<file path="src/rtl/shared_resource_arbiter_n_pkg.sv">
// Shared types and helpers for the round-robin arbiter in front of the shared pipelined resource.
// Stage entries are sized for the widest supported configuration (16 channels, 64-bit payload).
package sra_pkg;

    localparam int SRA_CNT_W      = 16;
    localparam int SRA_TAG_MAX_W  = 4;
    localparam int SRA_DATA_MAX_W = 64;

    typedef struct packed {
        logic                      valid;
        logic [SRA_TAG_MAX_W-1:0]  tag;
        logic [SRA_DATA_MAX_W-1:0] data;
    } sra_entry_t;

    function automatic int sra_clog2(input int n);
        int w;
        w = 1;
        while ((32'sd1 <<< w) < n) begin
            w = w + 32'sd1;
        end
        return w;
    endfunction

endpackage

</file>
<file path="src/rtl/shared_resource_arbiter_n_rr_picker.sv">
// Round-robin priority picker: first set request at or above ptr, wrapping to 0.
module rr_picker #(
    parameter int NCH   = 4,
    parameter int PTR_W = 2
) (
    input  logic [NCH-1:0]   req,
    input  logic [PTR_W-1:0] ptr,
    output logic [NCH-1:0]   grant
);

    logic [2*NCH-1:0] req_dbl_s;
    logic [2*NCH-1:0] req_rot_s;
    logic [NCH-1:0]   req_low_s;
    logic [NCH-1:0]   iso_s;
    logic [2*NCH-1:0] iso_dbl_s;

    // Rotate so ptr sits at bit 0, isolate the lowest set bit, rotate back.
    always_comb begin
        req_dbl_s = {req, req};
        req_rot_s = req_dbl_s >> ptr;
        req_low_s = req_rot_s[NCH-1:0];
        iso_s     = req_low_s & (~req_low_s + {{(NCH-1){1'b0}}, 1'b1});
        iso_dbl_s = {iso_s, iso_s} << ptr;
        grant     = iso_dbl_s[2*NCH-1:NCH];
    end

endmodule

</file>
<file path="src/rtl/shared_resource_arbiter_n.sv">
// N-channel round-robin arbiter feeding a LAT-deep "+1" pipeline with per-channel flush.
// Optional SRA_GRANT_STATS_EN adds saturating per-channel acceptance counters (grant_count). W <= 64.
module shared_resource_arbiter_n
    import sra_pkg::*;
#(
    parameter int NCH = 4,
    parameter int W   = 32,
    parameter int LAT = 3
) (
    input  logic             clk,
    input  logic             reset,
    input  logic [NCH-1:0]   req,
    input  logic [NCH*W-1:0] req_data,
    input  logic [NCH-1:0]   flush,
    output logic [NCH-1:0]   grant,
    output logic [NCH-1:0]   rsp_valid,
    output logic [W-1:0]     rsp_data,
`ifdef SRA_GRANT_STATS_EN
    output logic [NCH*SRA_CNT_W-1:0] grant_count,
`endif
    output logic             busy
);

    localparam int TAG_W = sra_clog2(NCH);

    logic [TAG_W-1:0] rr_ptr_r;
    sra_entry_t       stage_r [LAT];
    logic [NCH-1:0]   eligible_s;
    logic [NCH-1:0]   pick_s;
    logic [TAG_W-1:0] grant_idx_s;
    logic [TAG_W-1:0] next_ptr_s;
    logic [W-1:0]     sel_data_s;
    logic             accept_s;
    sra_entry_t       last_s;
    logic             out_valid_s;
    logic             unused_data_s;

    function automatic logic tag_flushed(input logic [SRA_TAG_MAX_W-1:0] tag,
                                         input logic [NCH-1:0] f);
        logic hit;
        hit = 1'b0;
        for (int i = 0; i < NCH; i++) begin
            hit = hit | (f[i] & (tag == SRA_TAG_MAX_W'(i)));
        end
        return hit;
    endfunction

    assign eligible_s = req & ~flush;

    rr_picker #(.NCH(NCH), .PTR_W(TAG_W)) u_picker (
        .req   (eligible_s),
        .ptr   (rr_ptr_r),
        .grant (pick_s)
    );

    // Grant is forced low while reset is held; winner index and payload are mux-free OR trees.
    always_comb begin
        grant       = reset ? {NCH{1'b0}} : pick_s;
        sel_data_s  = {W{1'b0}};
        grant_idx_s = {TAG_W{1'b0}};
        for (int i = 0; i < NCH; i++) begin
            sel_data_s  = sel_data_s  | (req_data[i*W +: W] & {W{pick_s[i]}});
            grant_idx_s = grant_idx_s | (TAG_W'(i) & {TAG_W{pick_s[i]}});
        end
        accept_s   = |grant;
        next_ptr_s = (grant_idx_s == TAG_W'(NCH-1)) ? {TAG_W{1'b0}} : grant_idx_s + TAG_W'(1);
    end

    // Pointer and pipeline stages; a flushed tag loses its valid bit as it moves forward.
    always_ff @(posedge clk or posedge reset) begin
        if (reset) begin
            rr_ptr_r <= {TAG_W{1'b0}};
            for (int k = 0; k < LAT; k++) begin
                stage_r[k] <= '0;
            end
        end else begin
            rr_ptr_r <= accept_s ? next_ptr_s : rr_ptr_r;
            stage_r[0].valid <= accept_s;
            stage_r[0].tag   <= SRA_TAG_MAX_W'(grant_idx_s);
            stage_r[0].data  <= SRA_DATA_MAX_W'(sel_data_s);
            for (int k = 1; k < LAT; k++) begin
                stage_r[k].valid <= stage_r[k-1].valid & ~tag_flushed(stage_r[k-1].tag, flush);
                stage_r[k].tag   <= stage_r[k-1].tag;
                stage_r[k].data  <= stage_r[k-1].data;
            end
        end
    end

    // Output stage: a flush on the owning channel kills the response in the same cycle.
    always_comb begin
        last_s      = stage_r[LAT-1];
        out_valid_s = last_s.valid & ~tag_flushed(last_s.tag, flush);
        rsp_valid   = {NCH{1'b0}};
        for (int i = 0; i < NCH; i++) begin
            rsp_valid[i] = out_valid_s & (last_s.tag == SRA_TAG_MAX_W'(i));
        end
        rsp_data = out_valid_s ? (last_s.data[W-1:0] + W'(1)) : {W{1'b0}};
        busy     = 1'b0;
        for (int k = 0; k < LAT; k++) begin
            busy = busy | stage_r[k].valid;
        end
    end

    assign unused_data_s = ^last_s.data;

`ifdef SRA_GRANT_STATS_EN
    logic [SRA_CNT_W-1:0] cnt_r [NCH];

    // Saturating per-channel acceptance counters.
    always_ff @(posedge clk or posedge reset) begin
        if (reset) begin
            for (int i = 0; i < NCH; i++) begin
                cnt_r[i] <= {SRA_CNT_W{1'b0}};
            end
        end else begin
            for (int i = 0; i < NCH; i++) begin
                if (grant[i] && (cnt_r[i] != {SRA_CNT_W{1'b1}})) begin
                    cnt_r[i] <= cnt_r[i] + SRA_CNT_W'(1);
                end else begin
                    cnt_r[i] <= cnt_r[i];
                end
            end
        end
    end

    // Flatten counters onto the output bus.
    always_comb begin
        grant_count = {(NCH*SRA_CNT_W){1'b0}};
        for (int i = 0; i < NCH; i++) begin
            grant_count[i*SRA_CNT_W +: SRA_CNT_W] = cnt_r[i];
        end
    end
`endif

endmodule

</file>
<file path="config.mk">
export PLATFORM = sky130hd
export DESIGN_NAME = shared_resource_arbiter_n
export DESIGN_NICKNAME = d
export VERILOG_FILES = /design/src/rtl/shared_resource_arbiter_n_pkg.sv /design/src/rtl/shared_resource_arbiter_n_rr_picker.sv /design/src/rtl/shared_resource_arbiter_n.sv
export SDC_FILE = /design/constraint.sdc
export NUM_CORES = 1
export LEC_CHECK = 0
export CELL_PAD_IN_SITES_DETAIL_PLACEMENT = 1
export CELL_PAD_IN_SITES_GLOBAL_PLACEMENT = 1
export CORE_ASPECT_RATIO = 1.1
export CORE_UTILIZATION = 33
export CTS_CLUSTER_SIZE = 40
export DETAILED_ROUTE_END_ITERATION = 10
export PLACE_DENSITY = 0.8
export SYNTH_ARGS = -nofsm -noshare
export SYNTH_HDL_FRONTEND = slang
export SYNTH_SLANG_ARGS = --single-unit
</file>
<file path="constraint.sdc">
create_clock -name clk -period 4.5 [get_ports clk]
set_input_delay 0.45 -clock clk [delete_from_list [all_inputs] [get_ports clk]]
set_output_delay 0.45 -clock clk [all_outputs]
set_load 0.1 [all_outputs]
</file>
==> results of run 1 <==
## kinds of logic (layout without fill, tap and decap cells)
group / count (synthesis) / in the layout
AND/OR/NAND/NOR: 113 / 113
multiplexers: 3 / 3
adder cells (fa/ha/maj): 1 / 1
buffers and inverters: 26 / 204
AO/OA/AOI/OAI: 84 / 84
XOR/XNOR: 28 / 28
flip-flops: 107 / 107
## metal layers
layer | GRT usage | vias up | routed length, um
met2 | 0.349 | 132 | 6880
met5 | 0 | - | 0
met3 | 0.0341 | 24 | 568
met4 | 0.0720 | 0 | 372
met1 | 0.213 | 1760 | 4920
li1 | - | 1705 | -
## cells in the mapped netlist (3+ instances only)
cell type  instances
nand3_1           12
xor2_1            24
nand2b_1           6
xnor2_1            4
and4_1             3
nand2_1            9
nor2b_1            4
nor3_2             3
nor3_1             6
clkbuf_1           7
nor2_1            36
a21oi_1            7
dfrtp_1          107
o21ai_0            3
mux4_2             3
buf_6              3
or3_1              3
nand4_1           12
inv_1              5
a22o_1            32
buf_2             10
a221o_1           32
## metrics by stage
step | instance area, um^2 | setup slack (ns) | instances
final | 6660 | 1.50 | 724
after global routing | 6660 | 1.29 | 724
after CTS | 6660 | 1.50 | 724
after detailed placement | 6360 | 1.51 | 708
after global placement | 6360 | 1.67 | 708
after floorplan | 4510 | 0.412 | 362
## cell type report
class                      count  area [um^2]  share of cell area
inverter                       5         21.3             0.00319
timing repair buffer         183         1720               0.258
multi-input combinational    229         1710               0.257
clock inverter                 6         62.6             0.00939
clock buffer                  10          239              0.0359
tap                          184          230              0.0346
sequential                   107         2680               0.402
## sequential cells by signal (all words and copies together) (netlist names)
name / count
last_s: 35
rr_ptr_r: 2
stage_r: 70
## worst paths after layout
kind / end / slack (ns) / cells past startpoint
worst max-delay path: rsp_data[31] / 1.50 / 6
worst min-delay path: last_s[23] / 0.35 / 0
worst max register to register: stage_r[154] / 2.13 / 6
worst min register to register: last_s[23] / 0.35 / 0
max in group asynchronous: last_s[11] / 2.76 / 3
min in group asynchronous: stage_r[133] / 0.78 / 2
## worst max-delay path: stages (launching register included)
cell and delay [ns]:
dfrtp_1 0.43, nand4_1 0.19, nor2_1 0.63, nand3_2 0.14, or3_1 0.37, a21oi_1 0.15, buf_4 0.31
## cell usage in the layout, fill, tap and decap left out, types with 4 or more instances in the layout
| master | n |
|---|---|
| a21oi_1 | 7 |
| a221o_1 | 32 |
| a22o_1 | 32 |
| buf_4 | 44 |
| clkbuf_16 | 9 |
| clkdlybuf4s50_1 | 139 |
| dfrtp_1 | 107 |
| inv_1 | 4 |
| nand2_1 | 9 |
| nand2b_1 | 6 |
| nand3_1 | 12 |
| nand4_1 | 12 |
| nor2_1 | 35 |
| nor2b_1 | 4 |
| nor3_1 | 6 |
| xnor2_1 | 4 |
| xor2_1 | 24 |
## where the power goes
group | switching (mW) | internal [mW] | total [mW]
sequential | 0.0941 | 1.10 | 1.20
clock | 0.356 | 0.406 | 0.762
combinational | 0.232 | 0.225 | 0.457
total | 0.682 | 1.73 | 2.42
==> impl_metrics.py, run 1 <==
metrics = {
    "critical_path": {
        "crit_arrival_ns": 2.55,
        "endpoint_kind": "output pin",
        "crit_start": "last_s[2]",
        "required_ns": 4.05,
        "path_max_fanout": 9,
        "start_kind": "flop",
        "r2r_start": "rr_ptr_r[1]",
        "path_class": "reg -> out",
    },
    "synth": {
        "synthMuxAreaShare": 0.0150,
        "synth_area_um2": 4510,
        "syn_inst": 362,
        "synth_warnings": 0,
        "synth_top_family_by_area": "compound AO/OA/AOI/OAI gates",
        "synthXorXnorAreaFrac": 0.0544,
        "synthesis.nets": 501,
        "synth_fa_ha_area_frac": 0.00278,
        "ys_seq_area_frac": 0.594,
        "synthFlopType": "dfrtp_1",
        "synth-edff-count": 0,
        "synth_compound_area_frac": 0.163,
        "synthArstFlopShare": 1.00,
        "yosysTopAreaCellShare": 0.594,
        "synth.distinct_cells": 47,
        "synth_seq_cells": 107,
        "yosys-top-cells-area": "dfrtp_1, a221o_1, a22o_1",
        "yosys.area_share.simple": 0.141,
        "avgSynthCellArea_um2": 12.4,
        "synth_area_leader_cell": "dfrtp_1",
    },
    "pwr": {
        "power.density_nw_per_um2": 363,
        "leakage_nw": 2.83,
        "vdd_drop_max_uv": 195,
        "total_power_mw": 2.42,
    },
    "die": {
        "fp.dieW_um": 113,
        "core_area_um2": 13300,
        "io_pins": 179,
        "die_h_um": 125,
        "die_area_um2": 14100,
        "start_util": 0.340,
        "rows": 44,
    },
    "layout": {
        "diodes": 0,
        "filler_cell_count": 1408,
        "final_core_util": 0.502,
        "final_nets": 674,
        "areaGrowthSynthToFinish_pct": 47.8,
        "drive_gt1_frac": 0.143,
    },
    "cts": {
        "cts.sink_count": 107,
        "root_buffer": "clkbuf_16",
        "postCtsSetupRepairBufs": 0,
        "htreeDepth": 3,
        "cts_buffers": 9,
        "clock_latency_ns": 0.34,
        "cts_tree": "done",
        "clockBufferDepth": 2,
        "hold_buffers": 0,
        "clk_pin_slew_ns": 0.07,
        "cts_resized": 0,
    },
    "sta": {
        "rsz0062_at_grt": "no",
        "hold_ws_ns": 0.349,
        "fmax_mhz": 333,
        "fin_worst_skew_ns": 0.0111,
        "max_slew.worst_pin.slew_ns": 1.19,
        "drv_slew": 0,
        "finalSetupViolations": 0,
        "slew_headroom": 0.205,
        "fin_crit_sh": 0.668,
        "period_minus_slack_ns": 3.00,
        "setup-tns-final_ns": 0,
        "final_hold_viol_count": 0,
    },
    "placement": {
        "dp_hpwl_um": 10100,
        "port_buffers": 178,
        "place_congestion": 0.834,
    },
    "hold_path": {
        "hold_start": "stage_r[92]",
        "hp-class": "reg -> reg",
    },
    "routing": {
        "first_pass_iters": 4,
        "ant_nets": 0,
        "post_drt_wl_per_cell_um": 17.6,
        "drt-total-wl_um": 12700,
        "drc": 0,
        "drt_iter0_drc": 143,
        "num_vias": 3621,
        "drt-vias-per-instance": 5.00,
    },
    "outcome": {
        "status": "finished, final reports clean",
    },
    "flow_run": {
        "drv_cap": 0,
    },
    "global_routing": {
        "grt_pass1_vias": 3923,
        "grt_usage": 0.189,
        "grt_overflow_total": 0,
        "grt_pass1_wl_um": 20400,
        "antenna_found_initial": 0,
        "grt_max_degree": 77,
    },
}
No activity file was read; power rests on OpenSTA's default activity.
==> run 2: changes to the inputs <==
==> constraint.sdc (replaced) <==
create_clock -name clk -period 2.8 [get_ports clk]
set_input_delay 0.28 -clock clk [delete_from_list [all_inputs] [get_ports clk]]
set_output_delay 0.28 -clock clk [all_outputs]
set_load 0.1 [all_outputs]
==> run 2 against run 1 <==
Compared with the run above:
- sequential power rose by 61%
- non-clock buffer count rose by 6
- die area did not move
- register-to-register slack got worse by 1.6 ns
- largest power group unchanged
- clock skew fell by 0.0047 ns
- final cell count rose by 0.83%
- combinational power rose by 78%
==> impl_metrics.py, run 2 (same netlist as run 1, synthesis figures left out) <==
metrics = {
    "layout": {
        "finalNonFillerCells": 730,
        "regMostFlops": "stage_r",
        "design_area_um2": 7320,
        "largest_register_ffs": 70,
        "filler_cell_count": 1349,
        "drive_gt1_frac": 0.220,
        "diodes": 0,
        "areaGrowthSynthToFinish_pct": 62.5,
        "final_core_util": 0.552,
        "final_nets": 680,
        "final_common_cell": "clkdlybuf4s50_1",
        "most-common-layout-cells": "clkdlybuf4s50_1, dfrtp_1, buf_12",
    },
    "routing": {
        "drt-vias-per-instance": 5.02,
        "first_pass_iters": 4,
        "ant_nets": 0,
        "num_vias": 3667,
        "drc": 0,
        "drt_iter0_drc": 128,
        "post_drt_wl_per_cell_um": 18.1,
        "drt-total-wl_um": 13200,
    },
    "global_routing": {
        "grt_max_degree": 78,
        "grt_overflow_total": 0,
        "grt_pass1_vias": 4184,
        "grt_usage": 0.201,
        "antenna_found_initial": 0,
        "grt_pass1_wl_um": 21700,
    },
    "sta": {
        "setup_slack_ns": 0.188,
        "slew_headroom": 0.209,
        "hold_ws_ns": 0.346,
        "rsz0062_at_grt": "no",
        "finalSetupViolations": 0,
        "final_hold_viol_count": 0,
        "period_minus_slack_ns": 2.61,
        "drv_slew": 0,
        "max_slew.worst_pin.slew_ns": 1.18,
        "fin_crit_sh": 0.933,
        "fmax_mhz": 383,
        "fin_worst_skew_ns": 0.00637,
        "setup-tns-final_ns": 0,
    },
    "die": {
        "rows": 44,
        "io_pins": 179,
        "die_area_um2": 14100,
        "fp.dieW_um": 113,
        "start_util": 0.340,
        "die_h_um": 125,
        "core_area_um2": 13300,
    },
    "pwr": {
        "total_power_mw": 3.98,
        "power.density_nw_per_um2": 543,
        "p_int_mw": 2.82,
        "seq_power_share": 0.485,
        "p_sw_frac": 0.291,
        "clockPowerShare": 0.310,
        "leakage_nw": 2.98,
        "p_sw_mw": 1.16,
        "vdd_drop_max_uv": 341,
        "comb_power_share": 0.205,
    },
    "cts": {
        "cts.sink_count": 107,
        "clockBufferDepth": 2,
        "clock_latency_ns": 0.35,
        "clk_pin_slew_ns": 0.08,
        "htreeDepth": 3,
        "root_buffer": "clkbuf_16",
        "hold_buffers": 0,
        "cts_resized": 0,
        "cts_buffers": 9,
        "cts_tree": "done",
        "postCtsSetupRepairBufs": 0,
    },
    "critical_path": {
        "start_kind": "flop",
        "required_ns": 2.52,
        "crit_arrival_ns": 2.33,
        "path_class": "reg -> out",
        "endpoint_kind": "output pin",
        "path_max_fanout": 8,
    },
    "placement": {
        "port_buffers": 178,
        "post_dp_cell_area_um2": 7010,
        "pre_cts_ws_ns": -0.0377,
        "dp_hpwl_um": 10500,
        "place_congestion": 0.839,
        "dp_cells": 714,
    },
    "outcome": {
        "status": "finished, final reports clean",
    },
    "flow_run": {
        "drv_cap": 0,
    },
    "hold_path": {
        "hp-class": "reg -> reg",
    },
}
[run 2: changes by cell type in the layout (fill, tap and decap cells not counted), moves of 2 or more]
cell / before / now
buf_12: 0 / 41
buf_4: 44 / 11
clkdlybuf4s50_1: 139 / 137
clkinvlp_4: 0 / 2
nor2_1: 35 / 5
nor2_2: 2 / 32
nor3_1: 6 / 4
nor3_2: 1 / 3
nor4_1: 2 / 0
nor4_2: 0 / 2
[run 2: power groups by stage]
stage               logic [mW]  registers (mW)  clock network, mW
CTS                      0.823            1.93               1.27
detailed placement       0.818            1.96                  0
floorplan                0.475            1.89                  0
global route             0.866            1.96               1.33
finish                   0.813            1.93               1.23
global placement         0.798            1.93                  0
[run 2: critical path, stage by stage (launching register included)]
cell and delay, ns:
dfrtp_1 0.39, and4_1 0.25, and4_1 0.40, nand3_2 0.13, or3_1 0.35, a21oi_1 0.25, buf_12 0.21
[run 2: final cells by class]
cell class	instances	area, um^2	share of cell area
inverters	5	22.5	0.00308
repair buffers	189	2270	0.311
flip-flops and latches	107	2680	0.366
well taps	184	230	0.0315
clock buffers	9	225	0.0308
clock inverters	7	80.1	0.0109
multi-input cells	229	1810	0.247
[run 2: metal layers]
metal	vias to the layer above	GRT usage	routed length, um
met1	1815	0.226	5040
met2	117	0.369	7290
li1	1714	-	-
met3	21	0.0297	559
met5	-	0	0
met4	0	0.0929	331
[run 2: worst paths after layout]
path | slack [ns] | cells after the start | start | end
setup / recovery | 0.19 | 6 | last_s[14] | rsp_data[31]
hold / removal | 0.35 | 0 | stage_r[91] | last_s[22]
setup reg to reg | 0.52 | 5 | rr_ptr_r[1] | stage_r[160]
hold reg to reg | 0.35 | 0 | stage_r[91] | last_s[22]
max in group asynchronous | 1.84 | 3 | reset | stage_r[169]
min in group asynchronous | 0.67 | 3 | reset | stage_r[69]
